$ cat config.mk
export PLATFORM = sky130hd
export DESIGN_NAME = uart_tx_fifo
export DESIGN_NICKNAME = d
export VERILOG_FILES = /design/src/rtl/uart_pkg.sv /design/src/rtl/sync_fifo.sv /design/src/rtl/uart_tx_fifo.sv
export SDC_FILE = /design/constraint.sdc
export NUM_CORES = 1
export LEC_CHECK = 0
export ABC_AREA = 1
export CORE_ASPECT_RATIO = 0.75
export CORE_MARGIN = 5
export CORE_UTILIZATION = 41
export CTS_BUF_LIST = sky130_fd_sc_hd__clkbuf_8
export CTS_CLUSTER_DIAMETER = 150
export DETAILED_ROUTE_END_ITERATION = 10
export GPL_TIMING_DRIVEN = 0
export SLEW_MARGIN = 20
export SYNTH_ARGS = -nofsm -noshare
export SYNTH_HDL_FRONTEND = slang
export SYNTH_HIERARCHICAL = 1
export SYNTH_SLANG_ARGS = --single-unit
export TNS_END_PERCENT = 50
$ cat constraint.sdc
create_clock -name clk -period 2.8 [get_ports clk]
set_input_delay 0.84 -clock clk [delete_from_list [all_inputs] [get_ports clk]]
set_output_delay 0.84 -clock clk [all_outputs]
set_load 0.03 [all_outputs]
$ cat src/rtl/uart_pkg.sv
// rtl/uart_pkg.sv - shared FSM state type and width/divider helpers for the UART transmitter
package uart_pkg;

  typedef enum logic [1:0] {
    IDLE  = 2'd0,
    START = 2'd1,
    DATA  = 2'd2,
    STOP  = 2'd3
  } tx_state_e;

  function automatic int calc_div(input int clk_freq, input int baud_rate);
    return clk_freq / baud_rate;
  endfunction

  function automatic int count_width(input int depth);
    return $clog2(depth) + 1;
  endfunction

  // Guarded so an illegal divider still elaborates far enough to hit the DIV check.
  function automatic int ctr_width(input int div);
    return (div < 2) ? 1 : $clog2(div);
  endfunction

endpackage

$ cat src/rtl/sync_fifo.sv
// rtl/sync_fifo.sv - byte FIFO with push/pop/count, head word visible combinationally
module sync_fifo
  import uart_pkg::*;
#(
  parameter int DEPTH = 16
) (
  input  logic                          clk,
  input  logic                          resetn,
  input  logic                          push_i,
  input  logic [7:0]                    wr_data_i,
  input  logic                          pop_i,
  output logic [7:0]                    rd_data_o,
  output logic [count_width(DEPTH)-1:0] count_o,
  output logic                          full_o,
  output logic                          empty_o
);

  localparam int AW = $clog2(DEPTH);
  localparam int CW = count_width(DEPTH);

  logic [7:0]    mem_q [DEPTH];
  logic [AW-1:0] wr_ptr_q, rd_ptr_q;
  logic [CW-1:0] count_q, count_d;
  logic          do_push, do_pop;

  assign full_o    = (count_q == CW'(DEPTH));
  assign empty_o   = (count_q == '0);
  assign do_push   = push_i && !full_o;
  assign do_pop    = pop_i && !empty_o;
  assign rd_data_o = mem_q[rd_ptr_q];
  assign count_o   = count_q;

  always_comb begin
    count_d = count_q;
    case ({do_push, do_pop})
      2'b10:   count_d = count_q + CW'(1);
      2'b01:   count_d = count_q - CW'(1);
      default: count_d = count_q;
    endcase
  end

  // Storage carries no reset; pointers and count define what is valid.
  always_ff @(posedge clk) begin
    if (do_push) mem_q[wr_ptr_q] <= wr_data_i;
  end

  always_ff @(posedge clk or negedge resetn) begin
    if (!resetn) begin
      wr_ptr_q <= '0;
      rd_ptr_q <= '0;
      count_q  <= '0;
    end else begin
      if (do_push) wr_ptr_q <= wr_ptr_q + AW'(1);
      if (do_pop)  rd_ptr_q <= rd_ptr_q + AW'(1);
      count_q <= count_d;
    end
  end

endmodule

$ cat src/rtl/uart_tx_fifo.sv
// rtl/uart_tx_fifo.sv - buffered 8N1 UART transmitter with registered serial output
module uart_tx_fifo
  import uart_pkg::*;
#(
  parameter int CLK_FREQ   = 100_000_000,
  parameter int BAUD_RATE  = 115200,
  parameter int FIFO_DEPTH = 16
) (
  input  logic                               clk,
  input  logic                               resetn,
  input  logic [7:0]                         in_data,
  input  logic                               in_valid,
  output logic                               in_ready,
  output logic                               uart_txd,
  output logic                               busy,
  output logic [count_width(FIFO_DEPTH)-1:0] fifo_count
);

  localparam int DIV = calc_div(CLK_FREQ, BAUD_RATE);
  localparam int BW  = ctr_width(DIV);

  if (DIV < 2) begin : g_div_check
    $error("uart_tx_fifo: CLK_FREQ/BAUD_RATE must be at least 2");
  end

  tx_state_e     state_q, state_d;
  logic [BW-1:0] cnt_q, cnt_d;
  logic [2:0]    bit_idx_q, bit_idx_d;
  logic [7:0]    shift_q, shift_d;
  logic          txd_q, txd_d;
  logic          busy_q, busy_d;
  logic          rdy_q;
  logic          tick, push, pop;
  logic          fifo_full, fifo_empty;
  logic [7:0]    fifo_head;

  sync_fifo #(.DEPTH(FIFO_DEPTH)) u_fifo (
    .clk      (clk),
    .resetn   (resetn),
    .push_i   (push),
    .wr_data_i(in_data),
    .pop_i    (pop),
    .rd_data_o(fifo_head),
    .count_o  (fifo_count),
    .full_o   (fifo_full),
    .empty_o  (fifo_empty)
  );

  // rdy_q keeps in_ready low through reset and for the release edge itself.
  assign in_ready = rdy_q && !fifo_full;
  assign push     = in_valid && in_ready;
  assign tick     = (cnt_q == BW'(DIV - 1));
  assign uart_txd = txd_q;
  assign busy     = busy_q;

  always_comb begin
    state_d   = state_q;
    cnt_d     = cnt_q;
    bit_idx_d = bit_idx_q;
    shift_d   = shift_q;
    pop       = 1'b0;
    case (state_q)
      IDLE: begin
        cnt_d     = '0;
        bit_idx_d = '0;
        if (!fifo_empty) begin
          pop     = 1'b1;
          shift_d = fifo_head;
          state_d = START;
        end
      end
      START: begin
        cnt_d = cnt_q + BW'(1);
        if (tick) begin
          cnt_d     = '0;
          bit_idx_d = '0;
          state_d   = DATA;
        end
      end
      DATA: begin
        cnt_d = cnt_q + BW'(1);
        if (tick) begin
          cnt_d     = '0;
          bit_idx_d = bit_idx_q + 3'd1;
          if (bit_idx_q == 3'd7) state_d = STOP;
        end
      end
      STOP: begin
        cnt_d = cnt_q + BW'(1);
        if (tick) begin
          cnt_d = '0;
          // Chain straight into the next start bit so frames abut.
          if (!fifo_empty) begin
            pop     = 1'b1;
            shift_d = fifo_head;
            state_d = START;
          end else begin
            state_d = IDLE;
          end
        end
      end
      default: state_d = IDLE;
    endcase
  end

  // The line trails the state by one cycle; busy covers that trailing stop cycle.
  always_comb begin
    txd_d = 1'b1;
    case (state_q)
      START:   txd_d = 1'b0;
      DATA:    txd_d = shift_q[bit_idx_q];
      default: txd_d = 1'b1;
    endcase
    busy_d = (state_q != IDLE) || (state_d != IDLE) || !fifo_empty || push;
  end

  always_ff @(posedge clk or negedge resetn) begin
    if (!resetn) begin
      state_q   <= IDLE;
      cnt_q     <= '0;
      bit_idx_q <= '0;
      shift_q   <= '0;
      txd_q     <= 1'b1;
      busy_q    <= 1'b0;
      rdy_q     <= 1'b0;
    end else begin
      state_q   <= state_d;
      cnt_q     <= cnt_d;
      bit_idx_q <= bit_idx_d;
      shift_q   <= shift_d;
      txd_q     <= txd_d;
      busy_q    <= busy_d;
      rdy_q     <= 1'b1;
    end
  end

endmodule
# After elaboration in Yosys (flattened, before gate mapping)
# Memory sizes are Yosys's and may differ from the RTL's.
# Cells that the tools add are included.
[totals] regBits=39 latch_bits=0 ramBits=128 romBits=0 input_bits=11 n_memories=1
[op_classes] addsub=6 n_mul=0 div_mod_pow=0 order_cmp=1 n_eq_ne=11 shift=0 mux=24 bitwise_logic=0 n_reduce_logical=19
[memory_table] name="u_fifo.mem_q" words=16 word_bits=8 read_ports=1 rd_clocked_by_memory_dff=0 write_ports=1 line="sync_fifo.sv:21" rtl="logic [7:0] mem_q [DEPTH];"
[op_table] cell="10-bit one-hot mux with 2 select lines" n=1
[op_table] cell="8-bit two-way mux" n=2
[op_table] cell="8-bit one-hot mux with 2 select lines" n=1
[op_table] cell="10-bit by 1-bit adder with 10-bit output (second input constant)" n=1
[op_table] cell="10-bit == test (second input constant)" n=1
[op_table] cell="10-bit two-way mux" n=1
[op_table] cell="2-bit two-way mux" n=5
[op_table] cell="5-bit one-hot mux with 2 select lines" n=1
[op_table] cell="3-bit one-hot mux with 3 select lines" n=1
[op_table] cell="4-bit by 1-bit adder with 4-bit output (second input constant)" n=2
[op_table] cell="2-bit one-hot mux with 4 select lines" n=1
[op_table] cell="2-bit nonzero test" n=4
[op_table] cell="2-bit == test (second input constant)" n=3
[op_table] cell="1-bit two-way mux" n=6
[op_table] cell="3-bit two-way mux" n=2
[op_table] cell="2-bit inequality test (second input constant)" n=3
[op_table] cell="5-bit by 1-bit adder with 5-bit output (second input constant)" n=1
[op_table] cell="5-bit == test (second input constant)" n=1
[op_table] cell="5-bit zero test" n=1
[op_table] cell="5-bit by 1-bit subtractor with 5-bit output (second input constant)" n=1
[op_table] cell="2-bit by 1-bit == test with 1-bit output (second input constant)" n=2
[op_table] cell="1-bit logical AND" n=4
[op_table] cell="3-bit by 4-bit less-than comparator with 1-bit output (second input constant)" n=1
[op_table] cell="1-bit one-hot mux with 2 select lines" n=2
[op_table] cell="10 further kinds" n=13

# Longest topological paths before layout
[depth] ltp_word=8 mapped_depth=16 mapped_depth_nobuf=16

# By module
# The synthesis kept the hierarchy.
[by_module_without_submodules] module="sync_fifo" instances=1 cells_per_inst=620 area_per_inst_um2=6223.5 seq_area_each_um2=4169.0
[by_module_without_submodules] module="uart_tx_fifo" instances=1 cells_per_inst=177 area_per_inst_um2=1456.4 seq_area_each_um2=651.9

# Least setup slack after synthesis
# No wires, ideal clock.
[synth_timing] kind="reg2reg" from="reg u_fifo.count_q[0], in the netlist u_fifo/count_o[0]" to="reg u_fifo.count_q[4], in the netlist u_fifo/count_o[4]" arrival_time_ns=2.646 setup_slack_ns=0.038 stages_incl_launch_ff=16 n_path_buf=0 synth_period_minus_slack_ns=2.762 cell_sequence="dfrtp_1 -> nor2_1 -> nand4_1 -> inv_1 -> nor2_1 -> nand2_1 -> inv_1 -> nand2_1 -> ha_1 -> fa_1 -> nand2_1 -> nand3_1 -> nand3_1 -> nand2_1 -> nand2_1 -> nand2_1"
[synth_via] elab_chain_len=7
[synth_lines] item="start: declaration" line="sync_fifo.sv:23" rtl="logic [CW-1:0] count_q, count_d;"
[synth_lines] item="start signal: assignment" line="sync_fifo.sv:55" rtl="count_q <= count_d;"
[synth_lines] item="5-bit == test (*)" line="sync_fifo.sv:26" rtl="assign full_o = (count_q == CW'(DEPTH));"
[synth_lines] item="named net fifo_full" line="uart_tx_fifo.sv:34" rtl="logic fifo_full, fifo_empty;"
[synth_lines] item="1-bit zero test (*)" line="uart_tx_fifo.sv:50" rtl="assign in_ready = rdy_q && !fifo_full;"
[synth_lines] item="1-bit logical AND (*)" line="uart_tx_fifo.sv:50"
[synth_lines] item="named net in_ready" line="uart_tx_fifo.sv:13" rtl="output logic in_ready,"
[synth_lines] item="1-bit logical AND (*)" line="uart_tx_fifo.sv:51" rtl="assign push = in_valid && in_ready;"
[synth_lines] item="named net push" line="uart_tx_fifo.sv:33" rtl="logic tick, push, pop;"
[synth_lines] item="1-bit logical AND (*)" line="sync_fifo.sv:28" rtl="assign do_push = push_i && !full_o;"
[synth_lines] item="2-bit by 1-bit == test with 1-bit output / 2-bit == test (equally long branches)" line="sync_fifo.sv:35" rtl="case ({do_push, do_pop})"
[synth_lines] item="5-bit one-hot mux with 2 select lines / 2-bit nonzero test (equally long branches)"
# The timed path passes the listed nets; every way through them passes the cells marked *.
# A chain may end at the register's enable or synchronous reset.

# Worst setup path after layout
[layout_timing] from="reg u_fifo.count_q[1], in the netlist u_fifo/count_o[1]" to="mem u_fifo.mem_q[3][5], enable pin"
[layout_via] elab_chain_len=7
[layout_lines] item="5-bit == test" line="sync_fifo.sv:26"
[layout_lines] item="named net fifo_full" line="uart_tx_fifo.sv:34"
[layout_lines] item="1-bit zero test" line="uart_tx_fifo.sv:50"
[layout_lines] item="1-bit logical AND" line="uart_tx_fifo.sv:50"
[layout_lines] item="1-bit logical AND" line="uart_tx_fifo.sv:51"
[layout_lines] item="named net push" line="uart_tx_fifo.sv:33"
[layout_lines] item="1-bit logical AND" line="sync_fifo.sv:28"
[layout_lines] item="1-bit two-way mux" line="sync_fifo.sv:44" rtl="if (do_push) mem_q[wr_ptr_q] <= wr_data_i;"
[layout_lines] item="1-bit two-way mux (implied by the code)" line="sync_fifo.sv:44"
[layout_lines] item="end: declaration" line="sync_fifo.sv:21"
# The timed path passes the listed nets, and every way through them passes these cells.

==> impl_metrics.json <==
{
  "nFillCells": 1724,
  "clk-insertion-delay-late_ns": 0.46,
  "fin_crit_ns": 2.67,
  "yosys-top-cells-area": "edfxtp_1, nand2_1, dfrtp_1",
  "wl_per_cell_um": 15.9,
  "design.die.area_um2": 21600,
  "io_buffers": 18,
  "power.density_nw_per_um2": 613,
  "place_area_um2": 8190,
  "dieHeight_um": 129,
  "drc": 0,
  "worst_ep_arrival_time_ns": 2.76,
  "hpwl_um": 12100,
  "grt.total_usage_pct": 16.9,
  "fin_tns_setup_ns": 0,
  "tritoncts": "done",
  "crit_required_ns": 2.88,
  "h-tree-depth": 4,
  "ys.flop_type": "edfxtp_1",
  "core_area_um2": 18500,
  "ys_async_sr_fraction_pct": 23.4,
  "cpMostUsedCell": "inv_1",
  "path_cells": "inv_1 > nand4_1 > inv_1 > nor2_1 > nand2_1 > inv_1 > nand2_1 > inv_1 > nand2_1 > nor2_1",
  "max_stage_delay_ns": 0.60,
  "initial_core_util_pct": 41.6,
  "drv_slew": 0,
  "cp_slowest_cell": "nor2_1",
  "post-route-period-util_pct": 95.4,
  "antenna_found_initial": 0,
  "status": "finished, final reports clean",
  "avgSynthCellArea_um2": 9.64,
  "grt_pass1_wl_um": 27600,
  "drv_cap": 0,
  "worstMarginPinSlew_ns": 0.848,
  "synthDominantCellAreaShare_pct": 50.0,
  "cp_top_family": "simple AND/OR/NAND/NOR gates",
  "setup_viol": 0,
  "peakVddDrop_mv": 0.376,
  "syn_area_um2": 7680,
  "drt_pass1_iterations": 5,
  "clock_path_buffers": 2,
  "finish.utilization_pct": 46.9,
  "max_freq_mhz": 374,
  "cts_hold_buf": 0,
  "final_nets": 870,
  "crit_path_start_kind": "flop",
  "finalPower_mw": 5.31,
  "final_area_um2": 8660,
  "num_rows": 43,
  "via_per_inst": 4.83,
  "drive_above_1_share_pct": 10.6,
  "dp_slack_ns": -0.372,
  "drtIter0Drc": 369,
  "grt_max_degree": 22,
  "grt_pass1_vias": 4913,
  "finalHoldViolCount": 0,
  "numCtsBuffers": 17,
  "vias": 5310,
  "path_class": "flop to flop",
  "synth-edff-count": 128,
  "critical_path_buf_inv_count": 4,
  "syn_to_final_growth_pct": 12.8,
  "setup_ws_ns": 0.128,
  "ys_warn_count": 6,
  "p_leak_nw": 3.72,
  "io_pins": 19,
  "worstPathMaxFanout": 8,
  "finClkSkew_ns": 0.0108,
  "synth_top_cell_by_area": "edfxtp_1",
  "seq_area_frac_synth_pct": 62.8,
  "syn_inst": 797,
  "yosys.cell_types.count": 39,
  "relSlewSlack_pct": 43.3,
  "clock-root-buffer": "clkbuf_8",
  "fp.dieW_um": 168,
  "hold_path_class": "primary input to async pin",
  "crit_path_end_kind": "flop",
  "synth-seq-cells": 167,
  "clk_pin_slew_worst_paths_ns": 0.08,
  "gp_congestion": 0.829,
  "cts.sinks": 167,
  "antennaDiodeCount": 0,
  "antenna_left": 0,
  "rsz0062_at_grt": "true",
  "syn_nets": 827,
  "overflow": 0,
  "wl_um": 17500
}
registers in the layout (all words and copies together) (netlist names), 2 cells and up:
name and count:
bit_idx_q 3, cnt_q 10, shift_q 8, state_q 2
u_fifo/count_o 5, u_fifo/mem_q 128, u_fifo/rd_ptr_q 4, u_fifo/wr_ptr_q 4
power breakdown:
group	internal [mW]	switching [mW]	leakage (nW)
combinational	0.222	0.463	1.90
clock	0.795	0.906	0.192
sequential	2.82	0.103	1.64
metal layers:
metal	part of all wire [%]	track usage, %
met3	5.7	3.62
met1	50	25.9
met4	1.2	5.44
met5	0	0
met2	43	24.1
synthesized netlist by cell type, drive strengths merged, types with 2 or more instances:
| cell | number |
|---|---|
| nor2 | 92 |
| nor3b | 4 |
| ha | 18 |
| o21ai | 15 |
| nand4 | 6 |
| dfrtp | 38 |
| nand2 | 282 |
| clkbuf | 4 |
| xor2 | 5 |
| o211ai | 2 |
| buf | 18 |
| xnor2 | 3 |
| a21oi | 4 |
| edfxtp | 128 |
| nand3 | 73 |
| inv | 94 |
path summary, 6_finish.rpt:
check | from | end | slack (ns) | depth (start not counted)
max | u_fifo/count_o[1]$_DFFE_PN0P_ | u_fifo/mem_q[3][5]$_DFFE_PP_ | 0.13 | 10
min | resetn | shift_q[7]$_DFFE_PN0P_ | 0.35 | 1
max in group asynchronous | resetn | cnt_q[0]$_DFF_PN0_ | 1.97 | 2
min reg2reg | shift_q[1]$_DFFE_PN0P_ | shift_q[1]$_DFFE_PN0P_ | 0.48 | 2
max reg2reg | u_fifo/count_o[1]$_DFFE_PN0P_ | u_fifo/mem_q[3][5]$_DFFE_PP_ | 0.13 | 10
min in group clk | shift_q[1]$_DFFE_PN0P_ | shift_q[1]$_DFFE_PN0P_ | 0.48 | 2
worst register-to-register path: cells and delay by family, from the launching register on:
kind	cells	cell delay, ns
AND/OR/NAND/NOR	6	1.43
flip-flops	1	0.45
buffers and inverters	4	0.43
cells by family after synthesis:
kind of cell	after synthesis	synth area share [%]
AND/OR/NAND/NOR	461	25.0
flip-flops	167	62.8
buffers and inverters	116	6.09
AO/OA/AOI/OAI	25	1.96
adder cells (fa/ha/maj)	19	3.19
XOR/XNOR	8	0.912
other	1	0.0488
layout make-up:
cell class / count / area, um^2 / area share, %
Sequential cell: 167 / 4820 / 55.7
Buffer: 22 / 115 / 1.33
Multi-Input combinational cell: 514 / 2440 / 28.2
Clock buffer: 17 / 234 / 2.70
Timing Repair Buffer: 24 / 239 / 2.76
Inverter: 94 / 353 / 4.07
Clock inverter: 15 / 151 / 1.75
Tap cell: 247 / 309 / 3.57
cell usage in the layout (no fill, tap or decap), types with 4 or more instances in the layout:
master / synthesis / final
buf_2: 14 / 15
buf_4: 2 / 7
clkbuf_1: 4 / 4
clkbuf_8: 0 / 17
clkdlybuf4s50_1: 0 / 16
dfrtp_1: 38 / 38
edfxtp_1: 128 / 128
ha_1: 18 / 16
inv_1: 90 / 89
inv_2: 4 / 5
inv_6: 0 / 4
nand2_1: 278 / 278
nand3_1: 72 / 72
nand4_1: 6 / 6
nor2_1: 87 / 72
nor2_2: 2 / 16
nor2_4: 3 / 4
o21ai_0: 12 / 12
xor2_1: 5 / 5
repair_timing:
| item | CTS | global route |
|---|---|---|
| endpoints found under the setup margin | 13 | 124 |
| hold endpoints to repair | 0 | 0 |
| gates cloned | 0 | 0 |
| pin swaps | 0 | 3 |
| setup buffers | 0 | 5 |
| resized for setup | 5 | 15 |
through the flow:
step | hold WS (ns) | cells
2_1_floorplan | 0.437 | 797
3_3_place_gp | 0.458 | 1062
3_5_place_dp | 0.459 | 1063
4_1_cts | 0.335 | 1095
5_1_grt | 0.348 | 1100
6_report | 0.352 | 1100
Note: power is estimated with default switching activity, not from simulation.
